`src/rtl/sb_cfg_switch_if.sv`:
```
// Track and configuration bundle for the switch box.
// master drives inputs/config; slave is the switch box.
interface sb_cfg_switch_if #(
  parameter int W = 4
);
  logic [W-1:0] in1;
  logic [W-1:0] in2;
  logic [W-1:0] in3;
  logic [W-1:0] in4;
  logic [W-1:0] out1;
  logic [W-1:0] out2;
  logic [W-1:0] out3;
  logic [W-1:0] out4;
  logic         cfg_en;
  logic         cfg_din;
  logic         cfg_commit;
  logic         cfg_full;
  logic         cfg_ack;
  logic         cfg_err;

  modport master (
    output in1, in2, in3, in4,
    output cfg_en, cfg_din, cfg_commit,
    input  out1, out2, out3, out4,
    input  cfg_full, cfg_ack, cfg_err
  );

  modport slave (
    input  in1, in2, in3, in4,
    input  cfg_en, cfg_din, cfg_commit,
    output out1, out2, out3, out4,
    output cfg_full, cfg_ack, cfg_err
  );
endinterface

```
`src/rtl/sb_cfg_switch.sv`:
```
// Four-sided routing switch box, serial shadow config, atomic commit.
// Ports: clk, rst_n (sync, active-low), bus (sb_cfg_switch_if.slave).
module sb_cfg_switch #(
  parameter int W = 4
) (
  input logic          clk,
  input logic          rst_n,
  sb_cfg_switch_if.slave bus
);

  localparam int CFG_BITS = 8*W + 4;
  localparam int CW = $clog2(CFG_BITS + 1);

  typedef enum logic [1:0] {
    EMPTY,
    LOADING,
    FULL
  } state_t;

  state_t                r_state, w_state;
  logic [CW-1:0]         r_cnt, w_cnt;
  logic [CFG_BITS-1:0]   r_shadow, w_shadow;
  logic [CFG_BITS-1:0]   r_active, w_active;
  logic                  r_ack, w_ack;
  logic                  r_err, w_err;
  logic                  r_full;
  logic [3:0][W-1:0]     r_oreg;
  logic [3:0][W-1:0]     w_in;
  logic [3:0][W-1:0]     w_mux;

  assign w_in[0] = bus.in1;
  assign w_in[1] = bus.in2;
  assign w_in[2] = bus.in3;
  assign w_in[3] = bus.in4;

  // Sources of side k are the other sides in ascending order,
  // so source m is side m when m<k and side m+1 otherwise.
  always_comb begin
    w_mux = '0;
    for (int k = 0; k < 4; k++) begin
      for (int j = 0; j < W; j++) begin
        logic [1:0] v_sel;
        v_sel = r_active[CFG_BITS-1-2*(k*W+j) -: 2];
        unique case (v_sel)
          2'd0: w_mux[k][j] = w_in[(k > 0) ? 0 : 1][j];
          2'd1: w_mux[k][j] = w_in[(k > 1) ? 1 : 2][j];
          2'd2: w_mux[k][j] = w_in[(k > 2) ? 2 : 3][j];
          2'd3: w_mux[k][j] = 1'b0;
        endcase
      end
    end
  end

  always_comb begin
    w_state  = r_state;
    w_cnt    = r_cnt;
    w_shadow = r_shadow;
    w_active = r_active;
    w_ack    = 1'b0;
    w_err    = 1'b0;
    unique case (1'b1)
      (bus.cfg_en && bus.cfg_commit): w_err = 1'b1;
      (bus.cfg_commit && !bus.cfg_en): begin
        if (r_state == FULL) begin
          w_active = r_shadow;
          w_ack    = 1'b1;
          w_cnt    = '0;
          w_state  = EMPTY;
        end else begin
          w_err = 1'b1;
        end
      end
      (bus.cfg_en && !bus.cfg_commit): begin
        if (r_state == FULL) begin
          w_err = 1'b1;
        end else begin
          w_shadow = {r_shadow[CFG_BITS-2:0], bus.cfg_din};
          w_cnt    = r_cnt + CW'(1);
          w_state  = (w_cnt == CW'(CFG_BITS)) ? FULL : LOADING;
        end
      end
      default: ;
    endcase
    if (w_err) begin
      w_shadow = '0;
      w_cnt    = '0;
      w_state  = EMPTY;
    end
  end

  always_ff @(posedge clk) begin
    if (!rst_n) begin
      r_state  <= EMPTY;
      r_cnt    <= '0;
      r_shadow <= '0;
      r_active <= {{(8*W){1'b1}}, 4'b0000};
      r_ack    <= 1'b0;
      r_err    <= 1'b0;
      r_full   <= 1'b0;
      r_oreg   <= '0;
    end else begin
      r_state  <= w_state;
      r_cnt    <= w_cnt;
      r_shadow <= w_shadow;
      r_active <= w_active;
      r_ack    <= w_ack;
      r_err    <= w_err;
      r_full   <= (w_state == FULL);
      r_oreg   <= w_mux;
    end
  end

  assign bus.out1 = r_active[0] ? r_oreg[0] : w_mux[0];
  assign bus.out2 = r_active[1] ? r_oreg[1] : w_mux[1];
  assign bus.out3 = r_active[2] ? r_oreg[2] : w_mux[2];
  assign bus.out4 = r_active[3] ? r_oreg[3] : w_mux[3];
  assign bus.cfg_full = r_full;
  assign bus.cfg_ack  = r_ack;
  assign bus.cfg_err  = r_err;

endmodule
```
`src/flat_wrapper.sv`:
```
// flat-port wrapper written by rule: the top's interface ports become plain ports
module sb_cfg_switch_flat 
#(
  parameter int W = 4
)
  (clk, rst_n, bus_in1, bus_in2, bus_in3, bus_in4, bus_cfg_en, bus_cfg_din, bus_cfg_commit, bus_out1, bus_out2, bus_out3, bus_out4, bus_cfg_full, bus_cfg_ack, bus_cfg_err);
  sb_cfg_switch_if #(.W(W)) bus_i ();
  input logic clk;
  input logic rst_n;
  input wire logic [$bits(bus_i.in1)-1:0] bus_in1;
  input wire logic [$bits(bus_i.in2)-1:0] bus_in2;
  input wire logic [$bits(bus_i.in3)-1:0] bus_in3;
  input wire logic [$bits(bus_i.in4)-1:0] bus_in4;
  input wire logic [$bits(bus_i.cfg_en)-1:0] bus_cfg_en;
  input wire logic [$bits(bus_i.cfg_din)-1:0] bus_cfg_din;
  input wire logic [$bits(bus_i.cfg_commit)-1:0] bus_cfg_commit;
  output wire logic [$bits(bus_i.out1)-1:0] bus_out1;
  output wire logic [$bits(bus_i.out2)-1:0] bus_out2;
  output wire logic [$bits(bus_i.out3)-1:0] bus_out3;
  output wire logic [$bits(bus_i.out4)-1:0] bus_out4;
  output wire logic [$bits(bus_i.cfg_full)-1:0] bus_cfg_full;
  output wire logic [$bits(bus_i.cfg_ack)-1:0] bus_cfg_ack;
  output wire logic [$bits(bus_i.cfg_err)-1:0] bus_cfg_err;
  assign bus_i.in1 = bus_in1;
  assign bus_i.in2 = bus_in2;
  assign bus_i.in3 = bus_in3;
  assign bus_i.in4 = bus_in4;
  assign bus_i.cfg_en = bus_cfg_en;
  assign bus_i.cfg_din = bus_cfg_din;
  assign bus_i.cfg_commit = bus_cfg_commit;
  assign bus_out1 = bus_i.out1;
  assign bus_out2 = bus_i.out2;
  assign bus_out3 = bus_i.out3;
  assign bus_out4 = bus_i.out4;
  assign bus_cfg_full = bus_i.cfg_full;
  assign bus_cfg_ack = bus_i.cfg_ack;
  assign bus_cfg_err = bus_i.cfg_err;
  sb_cfg_switch #(.W(W)) u_core (.clk(clk), .rst_n(rst_n), .bus(bus_i));
endmodule
```
`config.mk`:
```
export PLATFORM = sky130hd
export DESIGN_NAME = sb_cfg_switch_flat
export DESIGN_NICKNAME = d
export VERILOG_FILES = /design/src/rtl/sb_cfg_switch_if.sv /design/src/rtl/sb_cfg_switch.sv /design/src/flat_wrapper.sv
export SDC_FILE = /design/constraint.sdc
export NUM_CORES = 1
export LEC_CHECK = 0
export CAP_MARGIN = 20
export CORE_UTILIZATION = 45
export CTS_BUF_LIST = sky130_fd_sc_hd__clkbuf_4
export CTS_CLUSTER_DIAMETER = 60
export DETAILED_ROUTE_END_ITERATION = 12
export PLACE_DENSITY = 0.65
export SETUP_SLACK_MARGIN = 0.15
export SYNTH_ARGS = -nofsm -noshare
export SYNTH_HDL_FRONTEND = slang
export SYNTH_SLANG_ARGS = --single-unit
```
`constraint.sdc`:
```
create_clock -name clk -period 4.5 [get_ports clk]
set_clock_uncertainty 0.2 [all_clocks]
set_input_delay 0.675 -clock clk [delete_from_list [all_inputs] [get_ports clk]]
set_output_delay 0.675 -clock clk [all_outputs]
set_load 0.03 [all_outputs]
```
==> metrics.cfg <==
[pwr]
netSwitchingPower_uw=356
power.density_mw_per_mm2=298
p_seq_share_pct=63.8
power_leakage_nw=1.83
fin_total_pwr_mw=1.38
p_clk_share_pct=31.0
internal_power_mw=1.02
ir_drop_mv=0.123
pwr-share-comb_pct=5.2
swShare_pct=25.8

[synthesis]
synth-seq-cells=99
syn_area_sq_mm=0.00412
synth_top_cell_by_area=dfxtp_1
synthesis.yosys.warnings=0
yosysSeqAreaShare_pct=48.1
synth_cells=476
syn_avg_cell_area_sq_um=8.66
synth.distinct_cells=35
synthFlopType=dfxtp_1
synthArstFlopShare_pct=0
synth_top_area_share_pct=48.1
synth_fp_nets=500
synthTopCellsByArea=dfxtp_1, nand2_1, a21oi_1
synth_edf_count=0

[placement]
dp_hpwl_um=5940
postPlaceCellArea_sq_mm=0.00450
gp_congestion=0.752
io_buffers=39

[layout]
drive_above_1_share_pct=9.45
nets=527
layout_common_cells=nand2_1, dfxtp_1, a21oi_1
diodes=0
nFillCells=854
syn_to_final_growth_pct=12.1
final_common_cell=nand2_1
fin_area_sq_mm=0.00462

[setup_path]
cp_slowest_cell=clkdlybuf4s50_1
r2r_start=u_core.r_state[0]
arrival_ns=2.51
crit_chain=clkdlybuf4s50_1 -> mux2i_1 -> o21ai_0 -> mux2_2 -> clkdlybuf4s50_1
path_max_fanout=3
cp_top_family=buffers and inverters
rr_worst_depth=4
timing.rr.end=u_core.bus.cfg_full
cp_num_buf_inv=2
crit_path_start_kind=input pin
crit_type=in2out
startpoint=bus_in4[0]
worstPathRequired_ns=3.62
cp-end-kind=output port
r2r_setup_slack_ns=2.29
cp.depth=5
critical-path-max-stage-delay_ns=0.67
path_common_cell=clkdlybuf4s50_1
critical_path.endpoint=bus_out1[0]

[grt]
grt_pass1_wl_um=14900
antenna_found_initial=0
grt_max_degree=58
grt_pass1_vias=3005
grt.overflow.total=0
grt.total_usage_pct=19.8

[detailed_routing]
first_iter_violations=222
wl_per_cell_um=14.6
num_vias=3239
dr.pass1.iters=9
postRouteAntennaNets=0
drc=8
drt-total-wl_um=8980
vias_per_cell=5.26

[die]
rows=34
dieArea_sq_mm=0.00955
ios=40
start_util_pct=46.8
dieHeight_um=97.7
die_x_um=97.7
core_sq_mm=0.00881

[clock_network]
clk_pin_slew_ns=0.16
post-cts-setup-buffers=0
postCtsHoldBufs=0
cts_sinks=99
cts_max_path_buffers=2
cts_max_level=3
cts_tree=done
clk_latency_ns=0.45
numCtsBuffers=9
ctsResizeCount=0
root_buffer=clkbuf_4

[sta]
setup_violations=0
hold_viol_final=0
max_freq_mhz=295
rsz0062_at_grt=no
slew_viol_final=0
setup_tns_ns=0
post-route-period-util_pct=75.3
tightest_slew_ns=0.755
slew_headroom_pct=49.5
period_needed_ns=3.39

[status]
status=finished, violations left
failed_checks=DRC

[min_path]
hold_class=reg2reg

[flow_run]
max_cap_viol_count=0

-- power groups by stage --
stage / sequential (mW) / combinational (mW) / clock (mW)
after global placement: 0.898 / 0.0720 / 0
after detailed placement: 0.898 / 0.0722 / 0
after floorplan: 0.899 / 0.0436 / 0
after CTS: 0.879 / 0.0725 / 0.435
after global routing: 0.880 / 0.0779 / 0.469
final: 0.879 / 0.0722 / 0.428
-- synth_stat cells (6+ instances only) --
master    number
buf_2          6
a21boi_0       6
o21ai_0       17
a21oi_1       40
mux2i_1       18
dfxtp_1       99
clkbuf_1       9
nand3b_1      17
nand2_1      146
and2_1        16
nand3_1       36
mux2_2        16
-- worst min path at each step --
stage	from	end	slack, ns	cells after the start
final	u_core.r_shadow[16]	u_core.r_shadow[17]	0.27	2
after global routing	u_core.r_shadow[16]	u_core.r_shadow[17]	0.27	2
after CTS	u_core.r_shadow[16]	u_core.r_shadow[17]	0.27	2
after detailed placement	u_core.r_shadow[35]	u_core.r_shadow[35]	0.26	2
after global placement	u_core.r_shadow[35]	u_core.r_shadow[35]	0.25	2
after floorplan	u_core.r_shadow[35]	u_core.r_shadow[35]	0.23	2
-- stage by stage --
stage	utilization [%]	std cells	setup WS, ns	hold WS (ns)
5_1_grt	52.5	616	0.977	0.269
4_1_cts	52.5	616	1.13	0.269
6_report	52.5	616	1.11	0.269
3_3_place_gp	51.1	600	1.16	0.246
3_5_place_dp	51.1	600	1.14	0.258
2_1_floorplan	-	476	2.42	0.234
-- sequential cells by signal (all words and copies together) (netlist names) --
name / count
u_core.r_active: 36
u_core.bus.cfg_ack: 1
u_core.r_cnt: 6
u_core.bus.cfg_err: 1
u_core.r_state: 2
u_core.r_oreg: 16
u_core.bus.cfg_full: 1
u_core.r_shadow: 36
-- cell type report --
class	count	area [sq um]	share of cell area, %
flip-flops and latches	99	1980	42.9
multi-input cells	346	1960	42.4
repair buffers	42	408	8.83
well taps	108	135	2.92
clock buffers	9	67.6	1.46
clock inverters	7	51.3	1.11
inverters	5	18.8	0.406
-- cell families after synthesis --
kind of cell,after synthesis,share of synthesized area (%)
AO/OA/AOI/OAI,75,11.4
adder cells (fa/ha/maj),3,0.911
buffers and inverters,31,4.40
flip-flops,99,48.1
multiplexers,35,9.29
AND/OR/NAND/NOR,233,25.9
-- per-layer routing --
metal | vias up | track usage [%] | wire length (um)
met5 | - | 0 | 0
met2 | 67 | 30.1 | 4100
met1 | 1502 | 28.1 | 4370
li1 | 1662 | - | -
met3 | 8 | 3.17 | 406
met4 | 0 | 7.81 | 94
-- tightest hold or removal path: cells and delay by family, from the launching register on --
kind	cells	cell delay, ns
AOI/OAI and AO/OA	1	0.05
and+or+nand+nor	1	0.06
DFF	1	0.35
No activity file was read; power rests on OpenSTA's default activity.
==> RTL edit 1, RTL diff (same settings) <==
`W` is set to 4 in 3 places; all go to 8.
--- a/src/rtl/sb_cfg_switch_if.sv
+++ b/src/rtl/sb_cfg_switch_if.sv
@@ -1,7 +1,7 @@
 // Track and configuration bundle for the switch box.
 // master drives inputs/config; slave is the switch box.
 interface sb_cfg_switch_if #(
-  parameter int W = 4
+  parameter int W = 8
 );
   logic [W-1:0] in1;
   logic [W-1:0] in2;
--- a/src/rtl/sb_cfg_switch.sv
+++ b/src/rtl/sb_cfg_switch.sv
@@ -1,7 +1,7 @@
 // Four-sided routing switch box, serial shadow config, atomic commit.
 // Ports: clk, rst_n (sync, active-low), bus (sb_cfg_switch_if.slave).
 module sb_cfg_switch #(
-  parameter int W = 4
+  parameter int W = 8
 ) (
   input logic          clk,
   input logic          rst_n,
--- a/src/flat_wrapper.sv
+++ b/src/flat_wrapper.sv
@@ -1,7 +1,7 @@
 // flat-port wrapper written by rule: the top's interface ports become plain ports
 module sb_cfg_switch_flat 
 #(
-  parameter int W = 4
+  parameter int W = 8
 )
   (clk, rst_n, bus_in1, bus_in2, bus_in3, bus_in4, bus_cfg_en, bus_cfg_din, bus_cfg_commit, bus_out1, bus_out2, bus_out3, bus_out4, bus_cfg_full, bus_cfg_ack, bus_cfg_err);
   sb_cfg_switch_if #(.W(W)) bus_i ();
Ports: changed (8 resized); port bits go from 40 to 72. No check against the original RTL was run, so the function may have changed too.
==> RTL edit 1 against the unedited design <==
Total power increased by 95%; critical path type unchanged; sequential cell count increased by 81; via count increased by 79%; area after synthesis increased by 81%; synthesized cell count increased by 81%; non-clock buffer count increased by 37; largest cell class unchanged; cell area increased by 84%; register-to-register slack got worse by 0.44 ns; setup slack got worse by 0.12 ns; wire length increased by 90%; combinational power increased to 2.9 times the old value.
==> RTL edit 1: results (changes against the unedited design) <==
* Status: finished clean
* Setup crit end: bus_out2[2]
* Syn nets at 900 (+80%)
* Met1 Usage GRT at 28.6% (+0.48 points)
* Tcrit/Tclk final at 78.0% (+2.7 points)
* Routability cong. at 0.786 (+4.6%)
* Layout area overhead at 14.5%
* Net count, final at 943 (+79%)
* Vias in the first global route at 5343 (+78%)
* First-pass GRT wire length at 27500 um (+85%)
* Met2 Usage GRT at 34.3% (+4.2 points)
* Synth cell count leaders: nand2_1 (277), dfxtp_1 (180), nand3_1 (66), a21oi_2 (40), mux2i_1 (35)
* DR vias/cell at 5.11 (-2.7%)
* Fillcell total at 1550 (+81%)
* TritonCTS Buffers at 17 (+8)
* CTS clk-pin slew, worst paths at 0.14 ns (-0.02 ns)
* HPWL Detailed at 10700 um (+80%)
* Pre-CTS setup slack at 0.928 ns (-0.208 ns)
* Tot GR Track Use at 21.1% (+1.3 points)
* Synth area leaders: dfxtp_1 (48%), nand2_1 (14%), mux2_2 (5.0%)
* Initial drt markers at 444 (+100%)
* Port bufs at 71 (+82%)
* Biggest regs: u_core.r_active: 68 flops, u_core.r_shadow: 68 flops, u_core.r_oreg: 32 flops
* CTS HTree Levels at 4 (+1)
* DP Area at 0.00821 mm^2 (+82%)
RTL edit 1: cell types whose count changed after synthesis, sizes merged, moves of 16 or more:
| cell | before | now |
|---|---|---|
| nand2 | 148 | 277 |
| dfxtp | 99 | 180 |
| a21oi | 40 | 71 |
| nand3 | 36 | 66 |
| o21ai | 17 | 35 |
| mux2 | 16 | 33 |
| mux2i | 19 | 36 |
| and2 | 17 | 33 |
| buf | 16 | 32 |
| nand3b | 17 | 33 |
RTL edit 1: kinds of logic after synthesis:
group	count (synthesis)	share of synthesized area [%]
AO/OA/AOI/OAI	122	10.9
adder cells (fa/ha/maj)	3	0.504
buffers and inverters	58	4.09
flip-flops	180	48.4
multiplexers	69	10.0
AND/OR/NAND/NOR	428	26.1
RTL edit 1: cell type report:
type / count / share of cell area, %
Tap cell: 216 / 3.17
Sequential cell: 180 / 42.3
Clock buffer: 19 / 1.67
Clock inverter: 13 / 1.37
Inverter: 3 / 0.132
Antenna cell: 2 / 0.0587
Timing Repair Buffer: 79 / 9.51
Multi-Input combinational cell: 622 / 41.8
RTL edit 1: power groups by stage:
stage	Combinational (mW)	Sequential, mW	Clock, mW
floorplan	0.123	1.66	0
global route	0.226	1.62	0.959
global placement	0.202	1.66	0
detailed placement	0.203	1.66	0
CTS	0.204	1.62	0.884
finish	0.209	1.62	0.862
RTL edit 1: worst min path at each step:
stage	end	cells after the start
after CTS	u_core.r_shadow[35]$_SDFFE_PP0P_	2
after floorplan	u_core.r_active[67]$_SDFFE_PN1P_	2
after global routing	u_core.r_shadow[27]$_SDFFE_PP0P_	3
final	u_core.r_shadow[67]$_SDFFE_PP0P_	2
after detailed placement	u_core.r_active[67]$_SDFFE_PN1P_	2
after global placement	u_core.r_active[67]$_SDFFE_PN1P_	2
RTL edit 1: worst max-delay path, stage by stage:
cell and delay [ns]:
clkdlybuf4s50_1 0.50, mux2i_1 0.08, o21ai_0 0.45, mux2_2 0.26, clkdlybuf4s50_1 0.66
RTL edit 1: per-stage QoR:
stage	hold slack, ns	std cells
2_1_floorplan	0.241	860
3_3_place_gp	0.254	1098
3_5_place_dp	0.257	1098
4_1_cts	0.277	1130
5_1_grt	0.259	1134
6_report	0.273	1134
RTL edit 1: routing by layer:
layer | up-vias | wire (um) | share of wire, %
met5 | - | 0 | 0
met4 | 0 | 157 | 0.92
met3 | 12 | 674 | 4.0
met2 | 119 | 7880 | 46
met1 | 2711 | 8330 | 49
li1 | 2958 | - | -
==> RTL edit 2, RTL diff (same settings) <==
Without the edit above. Make the reset (`rst_n`) asynchronous in one clocked block.
--- a/src/rtl/sb_cfg_switch.sv
+++ b/src/rtl/sb_cfg_switch.sv
@@ -88,7 +88,7 @@
     end
   end
 
-  always_ff @(posedge clk) begin
+  always_ff @(posedge clk or negedge rst_n) begin
     if (!rst_n) begin
       r_state  <= EMPTY;
       r_cnt    <= '0;
Behaviour: differs if rst_n is asserted again (counterexample within 4 cycles, from zero or initial values and one cycle with rst_n low); with rst_n held inactive, the same outputs for 10 cycles.
==> RTL edit 2 against the unedited design <==
Area after synthesis increased by 6.2%; sequential share of layout area is 7.7 points higher; fmax rose by 2.9%; wire length decreased by 3.5%; register-to-register slack better by 0.11 ns; sequential power grew 3.0%; count of clock-buffer cells in the layout unchanged; sequential cell count stayed put; setup slack gained 0.094 ns; clock power rose by 2%; total power is 6.5% higher; cell count is 9.7% lower; cell area is 7.7% higher; critical path depth unchanged; critical endpoint is now bus_out2[3].
==> RTL edit 2: results (changes against the unedited design) <==
* Status: finished clean
* FF-to-FF path depth at 3 (-1)
* HPWL Detailed at 5540 um (-6.6%)
* Slew HR at 36.7% (-13 points)
* Final wirelength at 8660 um (-3.5%)
* Worst vdd ir at 0.115 mV (-6.4%)
* Synth cell count leaders: nand2_1 (92), dfrtp_1 (67), mux2_2 (52), a21oi_1 (39), dfstp_2 (32)
* Max Root-Sink Buffers at 2 (unchanged)
* Synth warn at 0 (unchanged)
* Library cells used by synthesis at 34 (-2.9%)
* DR pass1 iterations at 6 (-3)
* Vias in the first global route at 2939 (-2.2%)
* Routability cong. at 0.841 (+12%)
* Routed vias at 2989 (-7.7%)
* Post-synth ARST share at 100% (+100 points)
* Hold-fix buffers, CTS at 1 (+1)
* Register area share after synthesis at 57.5% (+9.4 points)
* Fillcell total at 826 (-3.3%)
* Tot GR Track Use at 18.2% (-1.6 points)
* Net count, final at 447 (-15%)
* DP Area at 0.00484 mm^2 (+7.4%)
* Synth area leaders: dfrtp_1 (38%), dfstp_2 (19%), mux2_2 (13%)
* # diodes at 0 (unchanged)
* Initial drt markers at 73 (-67%)
* Port bufs at 39 (unchanged)
* Syn nets at 408 (-18%)
* Static leakage at 1.99 nW (+8.6%)
* WP data arrival at 2.42 ns (-0.09 ns)
* Biggest regs: u_core.r_active: 36 flops, u_core.r_shadow: 36 flops, u_core.r_oreg: 16 flops
* Pin count of the biggest net entering global routing at 40 (-31%)
* Main synth FF type: dfrtp_1
* Share of cells above drive strength 1 at 26.0% (+17 points)
* First-pass GRT wire length at 14300 um (-4.3%)
* Max incr delay on CP at 0.66 ns
RTL edit 2: final timing paths:
path                                                      start                               to  slack, ns
worst max-delay path                                 bus_in1[3]                      bus_out2[3]       1.21
worst min-delay path            u_core.r_shadow[31]$_DFFE_PN0P_  u_core.r_shadow[32]$_DFFE_PN0P_       0.33
worst max register to register      u_core.r_state[0]$_DFF_PN0_   u_core.r_active[2]$_DFFE_PN0P_       2.40
worst min register to register  u_core.r_shadow[31]$_DFFE_PN0P_  u_core.r_shadow[32]$_DFFE_PN0P_       0.33
max in group asynchronous                                 rst_n  u_core.r_active[12]$_DFFE_PN1P_       2.75
min in group asynchronous                                 rst_n       u_core.r_oreg[5]$_DFF_PN0_       0.52
RTL edit 2: layer usage:
metal / wire [um] / share of wire [%] / track usage [%] / up-vias
met5: 0 / 0 / 0 / -
met4: 65 / 0.75 / 6.02 / 0
met3: 201 / 2.3 / 2.57 / 8
met2: 4260 / 49 / 31.3 / 51
met1: 4140 / 48 / 23.8 / 1515
li1: - / - / - / 1415
RTL edit 2: worst register-to-register path: stages (launching register included):
cell and delay (ns):
dfrtp_1 0.49, nor2b_4 0.23, nand2_2 0.55, mux2_2 0.53
RTL edit 2: kinds of logic (layout without fill, tap and decap cells):
group / count (synthesis) / in the layout / synth area share (%)
mux: 70 / 70 / 17.8
compound gates: 71 / 71 / 8.97
buf+inv: 24 / 68 / 3.32
flops: 99 / 99 / 57.5
simple gates: 115 / 115 / 11.3
fa+ha+maj: 4 / 4 / 1.14
RTL edit 2: cell type report:
class	instances	area share, %
Tap cell	129	3.24
Clock inverter	7	1.21
Timing Repair Buffer	43	8.45
Multi-Input combinational cell	260	34.5
Inverter	9	0.679
Sequential cell	99	50.6
Clock buffer	9	1.36
RTL edit 2: report_power, final:
part	internal, mW	total (mW)	switching, mW	leakage, nW
Sequential	0.901	0.905	0.00390	1.23
Combinational	0.0476	0.126	0.0782	0.702
Clock	0.122	0.438	0.316	0.0611
RTL edit 2: metrics by stage:
step	setup slack, ns	hold slack (ns)	utilization (%)	cells
4_1_cts	1.21	0.335	53.3	556
6_report	1.21	0.333	53.3	556
5_1_grt	1.15	0.351	53.3	556
3_3_place_gp	1.21	0.292	51.9	539
2_1_floorplan	2.41	0.179	-	383
3_5_place_dp	1.22	0.310	51.9	539
